`src/rtl/obi_qspi_arbiter.sv`:
```
// rtl/obi_qspi_arbiter.sv - two-port round-robin OBI arbiter in front of the QSPI flash controller
// Optional response timeout (and its TIMEOUT_CYCLES parameter) enabled by `define OBI_ARB_TIMEOUT_EN.

module obi_qspi_arbiter #(
  parameter int ADDR_W = 32,
  parameter int DATA_W = 32
`ifdef OBI_ARB_TIMEOUT_EN
  , parameter int TIMEOUT_CYCLES = 1024
`endif
) (
  input  logic              clk_i,
  input  logic              rst_i,
  // port 0: instruction fetch
  input  logic              m0_req_i,
  output logic              m0_gnt_o,
  input  logic [ADDR_W-1:0] m0_addr_i,
  input  logic              m0_we_i,
  input  logic [3:0]        m0_be_i,
  input  logic [DATA_W-1:0] m0_wdata_i,
  output logic              m0_rvalid_o,
  output logic [DATA_W-1:0] m0_rdata_o,
  output logic              m0_err_o,
  // port 1: data
  input  logic              m1_req_i,
  output logic              m1_gnt_o,
  input  logic [ADDR_W-1:0] m1_addr_i,
  input  logic              m1_we_i,
  input  logic [3:0]        m1_be_i,
  input  logic [DATA_W-1:0] m1_wdata_i,
  output logic              m1_rvalid_o,
  output logic [DATA_W-1:0] m1_rdata_o,
  output logic              m1_err_o,
  // QSPI controller side
  output logic              s_req_o,
  input  logic              s_gnt_i,
  output logic [ADDR_W-1:0] s_addr_o,
  output logic              s_we_o,
  output logic [3:0]        s_be_o,
  output logic [DATA_W-1:0] s_wdata_o,
  input  logic              s_rvalid_i,
  input  logic [DATA_W-1:0] s_rdata_i,
  input  logic              s_illegal_write_i
);

  typedef enum logic [1:0] {
    IDLE     = 2'd0,
    ISSUE    = 2'd1,
    WAIT_RSP = 2'd2,
    WRESP    = 2'd3
  } state_t;

  state_t              state_q, state_d;
  logic                owner_q, owner_d;
  logic                last_owner_q, last_owner_d;
  logic                s_req_q, s_req_d;
  logic [ADDR_W-1:0]   addr_q, addr_d;
  logic                we_q, we_d;
  logic [3:0]          be_q, be_d;
  logic [DATA_W-1:0]   wdata_q, wdata_d;
  logic                m0_rvalid_q, m0_rvalid_d;
  logic                m1_rvalid_q, m1_rvalid_d;
  logic                m0_err_q, m0_err_d;
  logic                m1_err_q, m1_err_d;
  logic [DATA_W-1:0]   m0_rdata_q, m0_rdata_d;
  logic [DATA_W-1:0]   m1_rdata_q, m1_rdata_d;

  logic                winner;
  logic                rsp_valid;
  logic [DATA_W-1:0]   rsp_data;
  logic                rsp_err;

`ifdef OBI_ARB_TIMEOUT_EN
  localparam logic [15:0] TMO_LAST = 16'(TIMEOUT_CYCLES - 1);
  logic [15:0]         tmo_cnt_q, tmo_cnt_d;
`endif

  // Next-state logic: arbitration, transaction sequencing and response routing to the owner
  always_comb begin
    state_d      = state_q;
    owner_d      = owner_q;
    last_owner_d = last_owner_q;
    addr_d       = addr_q;
    we_d         = we_q;
    be_d         = be_q;
    wdata_d      = wdata_q;
    m0_rvalid_d  = 1'b0;
    m1_rvalid_d  = 1'b0;
    m0_err_d     = 1'b0;
    m1_err_d     = 1'b0;
    m0_rdata_d   = m0_rdata_q;
    m1_rdata_d   = m1_rdata_q;
    rsp_valid    = 1'b0;
    rsp_data     = '0;
    rsp_err      = 1'b0;
`ifdef OBI_ARB_TIMEOUT_EN
    tmo_cnt_d    = tmo_cnt_q;
`endif

    // With both requesting, the port that was not served last wins; otherwise the lone requester.
    winner = (m0_req_i && m1_req_i) ? ~last_owner_q : m1_req_i;

    case (state_q)
      IDLE: begin
        if (m0_req_i || m1_req_i) begin
          owner_d      = winner;
          last_owner_d = winner;
          addr_d       = winner ? m1_addr_i  : m0_addr_i;
          we_d         = winner ? m1_we_i    : m0_we_i;
          be_d         = winner ? m1_be_i    : m0_be_i;
          wdata_d      = winner ? m1_wdata_i : m0_wdata_i;
          state_d      = ISSUE;
        end
      end
      ISSUE: begin
        if (s_gnt_i) begin
          if (we_q) begin
            // Writes complete on grant; the response pulse lands in the WRESP cycle.
            rsp_valid = 1'b1;
            rsp_data  = '0;
            rsp_err   = s_illegal_write_i;
            state_d   = WRESP;
          end else begin
            state_d   = WAIT_RSP;
`ifdef OBI_ARB_TIMEOUT_EN
            tmo_cnt_d = '0;
`endif
          end
        end
      end
      WAIT_RSP: begin
        if (s_rvalid_i) begin
          rsp_valid = 1'b1;
          rsp_data  = s_rdata_i;
          state_d   = IDLE;
        end
`ifdef OBI_ARB_TIMEOUT_EN
        else if (tmo_cnt_q == TMO_LAST) begin
          rsp_valid = 1'b1;
          rsp_data  = DATA_W'(32'hDEAD_BEEF);
          rsp_err   = 1'b1;
          state_d   = IDLE;
        end else begin
          tmo_cnt_d = tmo_cnt_q + 16'd1;
        end
`endif
      end
      WRESP: begin
        state_d = IDLE;
      end
      default: begin
        state_d = IDLE;
      end
    endcase

    if (rsp_valid) begin
      if (owner_q) begin
        m1_rvalid_d = 1'b1;
        m1_rdata_d  = rsp_data;
        m1_err_d    = rsp_err;
      end else begin
        m0_rvalid_d = 1'b1;
        m0_rdata_d  = rsp_data;
        m0_err_d    = rsp_err;
      end
    end

    s_req_d = (state_d == ISSUE);
  end

  // State and registered outputs; reset aborts any transaction in flight
  always_ff @(posedge clk_i or posedge rst_i) begin
    if (rst_i) begin
      state_q      <= IDLE;
      owner_q      <= 1'b0;
      last_owner_q <= 1'b1;
      s_req_q      <= 1'b0;
      addr_q       <= '0;
      we_q         <= 1'b0;
      be_q         <= '0;
      wdata_q      <= '0;
      m0_rvalid_q  <= 1'b0;
      m1_rvalid_q  <= 1'b0;
      m0_err_q     <= 1'b0;
      m1_err_q     <= 1'b0;
      m0_rdata_q   <= '0;
      m1_rdata_q   <= '0;
    end else begin
      state_q      <= state_d;
      owner_q      <= owner_d;
      last_owner_q <= last_owner_d;
      s_req_q      <= s_req_d;
      addr_q       <= addr_d;
      we_q         <= we_d;
      be_q         <= be_d;
      wdata_q      <= wdata_d;
      m0_rvalid_q  <= m0_rvalid_d;
      m1_rvalid_q  <= m1_rvalid_d;
      m0_err_q     <= m0_err_d;
      m1_err_q     <= m1_err_d;
      m0_rdata_q   <= m0_rdata_d;
      m1_rdata_q   <= m1_rdata_d;
    end
  end

`ifdef OBI_ARB_TIMEOUT_EN
  // Response timeout counter, cleared on entry to WAIT_RSP
  always_ff @(posedge clk_i or posedge rst_i) begin
    if (rst_i) begin
      tmo_cnt_q <= '0;
    end else begin
      tmo_cnt_q <= tmo_cnt_d;
    end
  end
`endif

  assign m0_gnt_o    = (state_q == ISSUE) && s_gnt_i && !owner_q;
  assign m1_gnt_o    = (state_q == ISSUE) && s_gnt_i &&  owner_q;
  assign s_req_o     = s_req_q;
  assign s_addr_o    = addr_q;
  assign s_we_o      = we_q;
  assign s_be_o      = be_q;
  assign s_wdata_o   = wdata_q;
  assign m0_rvalid_o = m0_rvalid_q;
  assign m1_rvalid_o = m1_rvalid_q;
  assign m0_err_o    = m0_err_q;
  assign m1_err_o    = m1_err_q;
  assign m0_rdata_o  = m0_rdata_q;
  assign m1_rdata_o  = m1_rdata_q;

endmodule

```
`config.mk`:
```
export PLATFORM = sky130hd
export DESIGN_NAME = obi_qspi_arbiter
export DESIGN_NICKNAME = d
export VERILOG_FILES = /design/src/rtl/obi_qspi_arbiter.sv
export SDC_FILE = /design/constraint.sdc
export NUM_CORES = 1
export LEC_CHECK = 0
export CORE_AREA = 5 5 121 123
export DETAILED_ROUTE_END_ITERATION = 10
export DIE_AREA = 0 0 126 128
export DONT_BUFFER_PORTS = 1
export SLEW_MARGIN = 15
export SYNTH_ARGS = -nofsm -noshare
export SYNTH_HDL_FRONTEND = slang
export SYNTH_SLANG_ARGS = --single-unit
```
`constraint.sdc`:
```
create_clock -name clk_i -period 5.3 [get_ports clk_i]
set_clock_uncertainty 0.1 [all_clocks]
set_input_delay 1.59 -clock clk_i [delete_from_list [all_inputs] [get_ports clk_i]]
set_output_delay 1.59 -clock clk_i [all_outputs]
set_load 0.05 [all_outputs]
```
* Word-level counts from Yosys, hierarchy flattened *
Index checks and enable logic that the tools add are counted.

cells by class
  equal/unequal tests = 4
  muxes and demuxes = 27
  bitwise gates (word level) = 2
  reduce and logical (&&, ||, !) cells = 10

operator list
  cell                                           count
  2-to-1 mux 32 bit                              4
  2-to-1 mux 1 bit                               17
  one-hot mux 2 bit (4 select lines)             1
  2-to-1 mux 2 bit                               3
  AND reduction 2 bit                            3
  == test 2 x 1 -> 1 bit, second input constant  2
  == test 2 bit, second input constant           2
  logical AND 1 bit                              4
  2-to-1 mux 4 bit                               1
  zero test 2 bit                                1
  NOT 1 bit                                      2
  one-hot mux 1 bit (2 select lines)             1
  zero test 1 bit                                1
  logical OR 1 bit                               1

storage, ports and cells
  bits in registers = 142
  input port bits = 177
  output and inout bits = 140
  word-level logic and storage cells = 57

* Longest topological paths before layout *
  depth after elaboration = 5
  mapped depth = 8
  gate-level depth less buffers = 6

* Worst setup path after synthesis *
No wires, ideal clock.

  kind = input port to output port
  start point = input s_gnt_i
  end point = output m0_gnt_o
  data arrival time = 2.290 ns
  required time = 3.610 ns
  setup slack = 1.320 ns
  stages on the path = 2
  path buffers = 0
  path through = nand2_1 nor2_1

on the way
  longest elaborated chain between the ends = 2

RTL lines
  element                          RTL line  RTL
  start, declared                  35        input logic s_gnt_i,
  logical AND 1 bit (2 in series)  216       assign m0_gnt_o = (state_q == ISSUE) && s_gnt_i && !owner_q;
  end, declared                    15        output logic m0_gnt_o,

Every way passes these cells.

* Worst setup path after layout *
  start point = input s_gnt_i
  end point = output m1_gnt_o

on the way
  longest elaborated chain between the ends = 2

RTL lines
  element                          RTL line  RTL
  logical AND 1 bit (2 in series)  217       assign m1_gnt_o = (state_q == ISSUE) && s_gnt_i && owner_q;
  end, declared                    25        output logic m1_gnt_o,

Every way passes these cells.

==> reports/qor.yml <==
status:
  status: "finished, final reports clean"
sta:
  slew_headroom_pct: 28.1
  fin_crit_ns: 4.08
  hold_viol_final: 0
  finalWorstSetupSlack_ns: 1.22
  holdWs_ns: 0.458
  maxSlewViolCount: 0
  final-setup-viol-count: 0
  period_share_pct: 76.9
  worst_slew_pin_slew_ns: 1.08
  fmax_mhz: 245
  grt_setup_unrepaired: "no"
  setup_tns_ns: 0
critical_path:
  path_depth: 2
  rrSetupSlack_ns: 3.20
  crit_end: "m1_gnt_o"
  critPathArrivalTime_ns: 2.39
  r2r_cells: 4
  timing.rr.start: "last_owner_q$_DFFE_PP1P_"
  max_stage_delay_ns: 0.72
  start_kind: "primary input"
  critical-path-slowest-cell: "nor2_1"
  r2r_end: "s_addr_o[11]$_DFFE_PP0P_"
  crit_path_end_kind: "output port"
  path_buf_inv: 0
  critPathLaunch: "s_gnt_i"
  cp_cell_sequence: "nand2_1 > nor2_1"
  crit_family: "simple AND/OR/NAND/NOR gates"
  required_ns: 3.61
  path_max_fanout: 5
  worstSetupPathType: "in -> out"
placement:
  port-buffer-count: 0
  gp_congestion: 0.843
  post-dp-hpwl_um: 11100
  place_ws_ns: 1.23
  dpl_cell_area_um2: 6010
detailed_routing:
  routed_wl_um: 15000
  wl_per_cell_um: 22.2
  vias: 3779
  dr.pass1.iters: 4
  antenna_left: 0
  drt_iter0_drc: 97
  route.detailed.drc: 0
  detail_route.vias_per_cell: 5.61
global_route:
  grt-ovfl-total: 0
  antenna_found_initial: 0
  grt.total_usage_pct: 18.0
  first_global_vias: 3961
  grt_max_degree: 139
  grt_first_pass_wirelength_um: 22700
floorplanning:
  die_y_um: 128
  io_pins: 317
  num_rows: 43
  die_w_um: 126
  core_area_um2: 13600
  dieArea_um2: 16100
  initial_core_util_pct: 43.8
clocking:
  h-tree-depth: 4
  cts_sinks: 142
  cts.path.max_buffers: 2
  cts_tree: "done"
  cts.clk_slew.worst_paths_ns: 0.06
  cts_made_buffers: 17
  cts-resized-gates: 0
  cts_root_buffer: "clkbuf_16"
  hold_buffers: 0
  clock_latency_ns: 0.41
  post_cts_buffers: 0
final_layout:
  nets: 663
  final_area_um2: 6680
  diodes: 0
  n_fill_cell: 1242
  multi_input_area_um2: 2140
  drive_gt1_share_pct: 9.92
  seq_area_um2: 3550
  area_delta_synth_final_pct: 12.4
logic_synthesis:
  synth.most_common_cell: "dfrtp_1"
  synth.avg_cell_area_um2: 12.1
  synth_seq_cells: 142
  seq_area_frac_synth_pct: 59.8
  synthesis.area_um2: 5940
  synth_edf_count: 0
  async_reset_ff_share_pct: 100
  synthFlopType: "dfrtp_1"
  synth_fp_nets: 672
  ys_warn_count: 0
  synth_common_cells: "141 x dfrtp_1, 70 x nand2_1, 69 x mux2i_1, 69 x o21ai_1, 65 x a22o_1"
  synth_area_leaders: "dfrtp_1 59%, mux2i_1 12%, a22o_1 9.6%, o21ai_1 5.8%, nand2_1 4.4%"
  yosysUniqueCellTypes: 30
  yosysTopAreaCellShare_pct: 59.4
  synth_largest_area_cell: "dfrtp_1"
  synthCells: 490
run:
  drv_cap: 0
pwr:
  p_total_mw: 5.81
  powerDensity_nw_per_um2: 870
  ir_drop_mv: 0.278
  power.leakage_nw: 3.13
min_path:
  whs_path_depth: 2
  min_path_type: "reg -> reg"
[per-layer routing]
metal  vias up  global-route usage (%)  wire length [µm]
met2       214                    30.0              7560
li1       1735                       -                 -
met1      1811                    21.3              5720
met4         0                    6.69               252
met5         -                       0                 0
met3        19                    6.96              1420
[registers in the layout, summed over array words and instances (netlist names)]
register,flops
last_owner_q,1
m0_err_o,1
m0_rdata_o,32
m0_rvalid_o,1
m1_err_o,1
m1_rdata_o,32
m1_rvalid_o,1
owner_q,1
s_addr_o,32
s_be_o,4
s_req_o,1
s_wdata_o,32
s_we_o,1
state_q,2
[where the power goes]
part / switching (mW) / internal (mW) / total [mW]
logic: 0.502 / 0.425 / 0.927
clock network: 0.471 / 0.858 / 1.33
registers: 2.03 / 1.53 / 3.55
[placed cells by master, fill, tap and decap left out, drive strengths merged]
cell type,count
a21boi,1
nand3,3
bufinv,5
clkinvlp,3
nand3b,1
nor2b,2
nor2,9
and2b,1
inv,9
a211oi,1
a32oi,1
nand2,72
and3,2
dfrtp,141
o21ai,71
mux2i,69
o311ai,1
a22o,65
ha,5
buf,7
clkinv,3
clkbuf,18
a21oi,2
dfstp,1
a31oi,1
[worst register-to-register path, delay by kind of cell, from the launching register on]
family                 cells  cell delay (ns)
AO/OA/AOI/OAI              2             0.24
flip-flops                 1             0.39
buffers and inverters      1             0.80
multiplexers               1             0.45
[metrics by stage]
step	std cells	utilization, %
after floorplan	490	-
after global placement	642	44.3
after detailed placement	642	44.3
after CTS	674	49.2
after global routing	674	49.2
final	674	49.2
[area by class of cell]
type,count,share of cell area [%]
clock buffer,18,6.58
clock inverter,14,3.43
inverter,6,0.394
multi-input combinational,307,32.0
sequential,142,53.3
tap,180,3.37
timing repair buffer,7,0.975
[worst min path at each step]
stage                              from                  endpoint
6_report       last_owner_q$_DFFE_PP1P_  last_owner_q$_DFFE_PP1P_
5_1_grt        last_owner_q$_DFFE_PP1P_  last_owner_q$_DFFE_PP1P_
4_1_cts        last_owner_q$_DFFE_PP1P_  last_owner_q$_DFFE_PP1P_
3_5_place_dp   last_owner_q$_DFFE_PP1P_  last_owner_q$_DFFE_PP1P_
3_3_place_gp   last_owner_q$_DFFE_PP1P_  last_owner_q$_DFFE_PP1P_
2_1_floorplan  last_owner_q$_DFFE_PP1P_  last_owner_q$_DFFE_PP1P_
[cells by family after synthesis]
logic type      synth area share [%]
simple gates                    6.47
flops                           59.8
mux                             11.6
compound gates                  16.4
buf+inv                         4.57
fa+ha+maj                       1.05
Power figures use the tool's default switching activity.
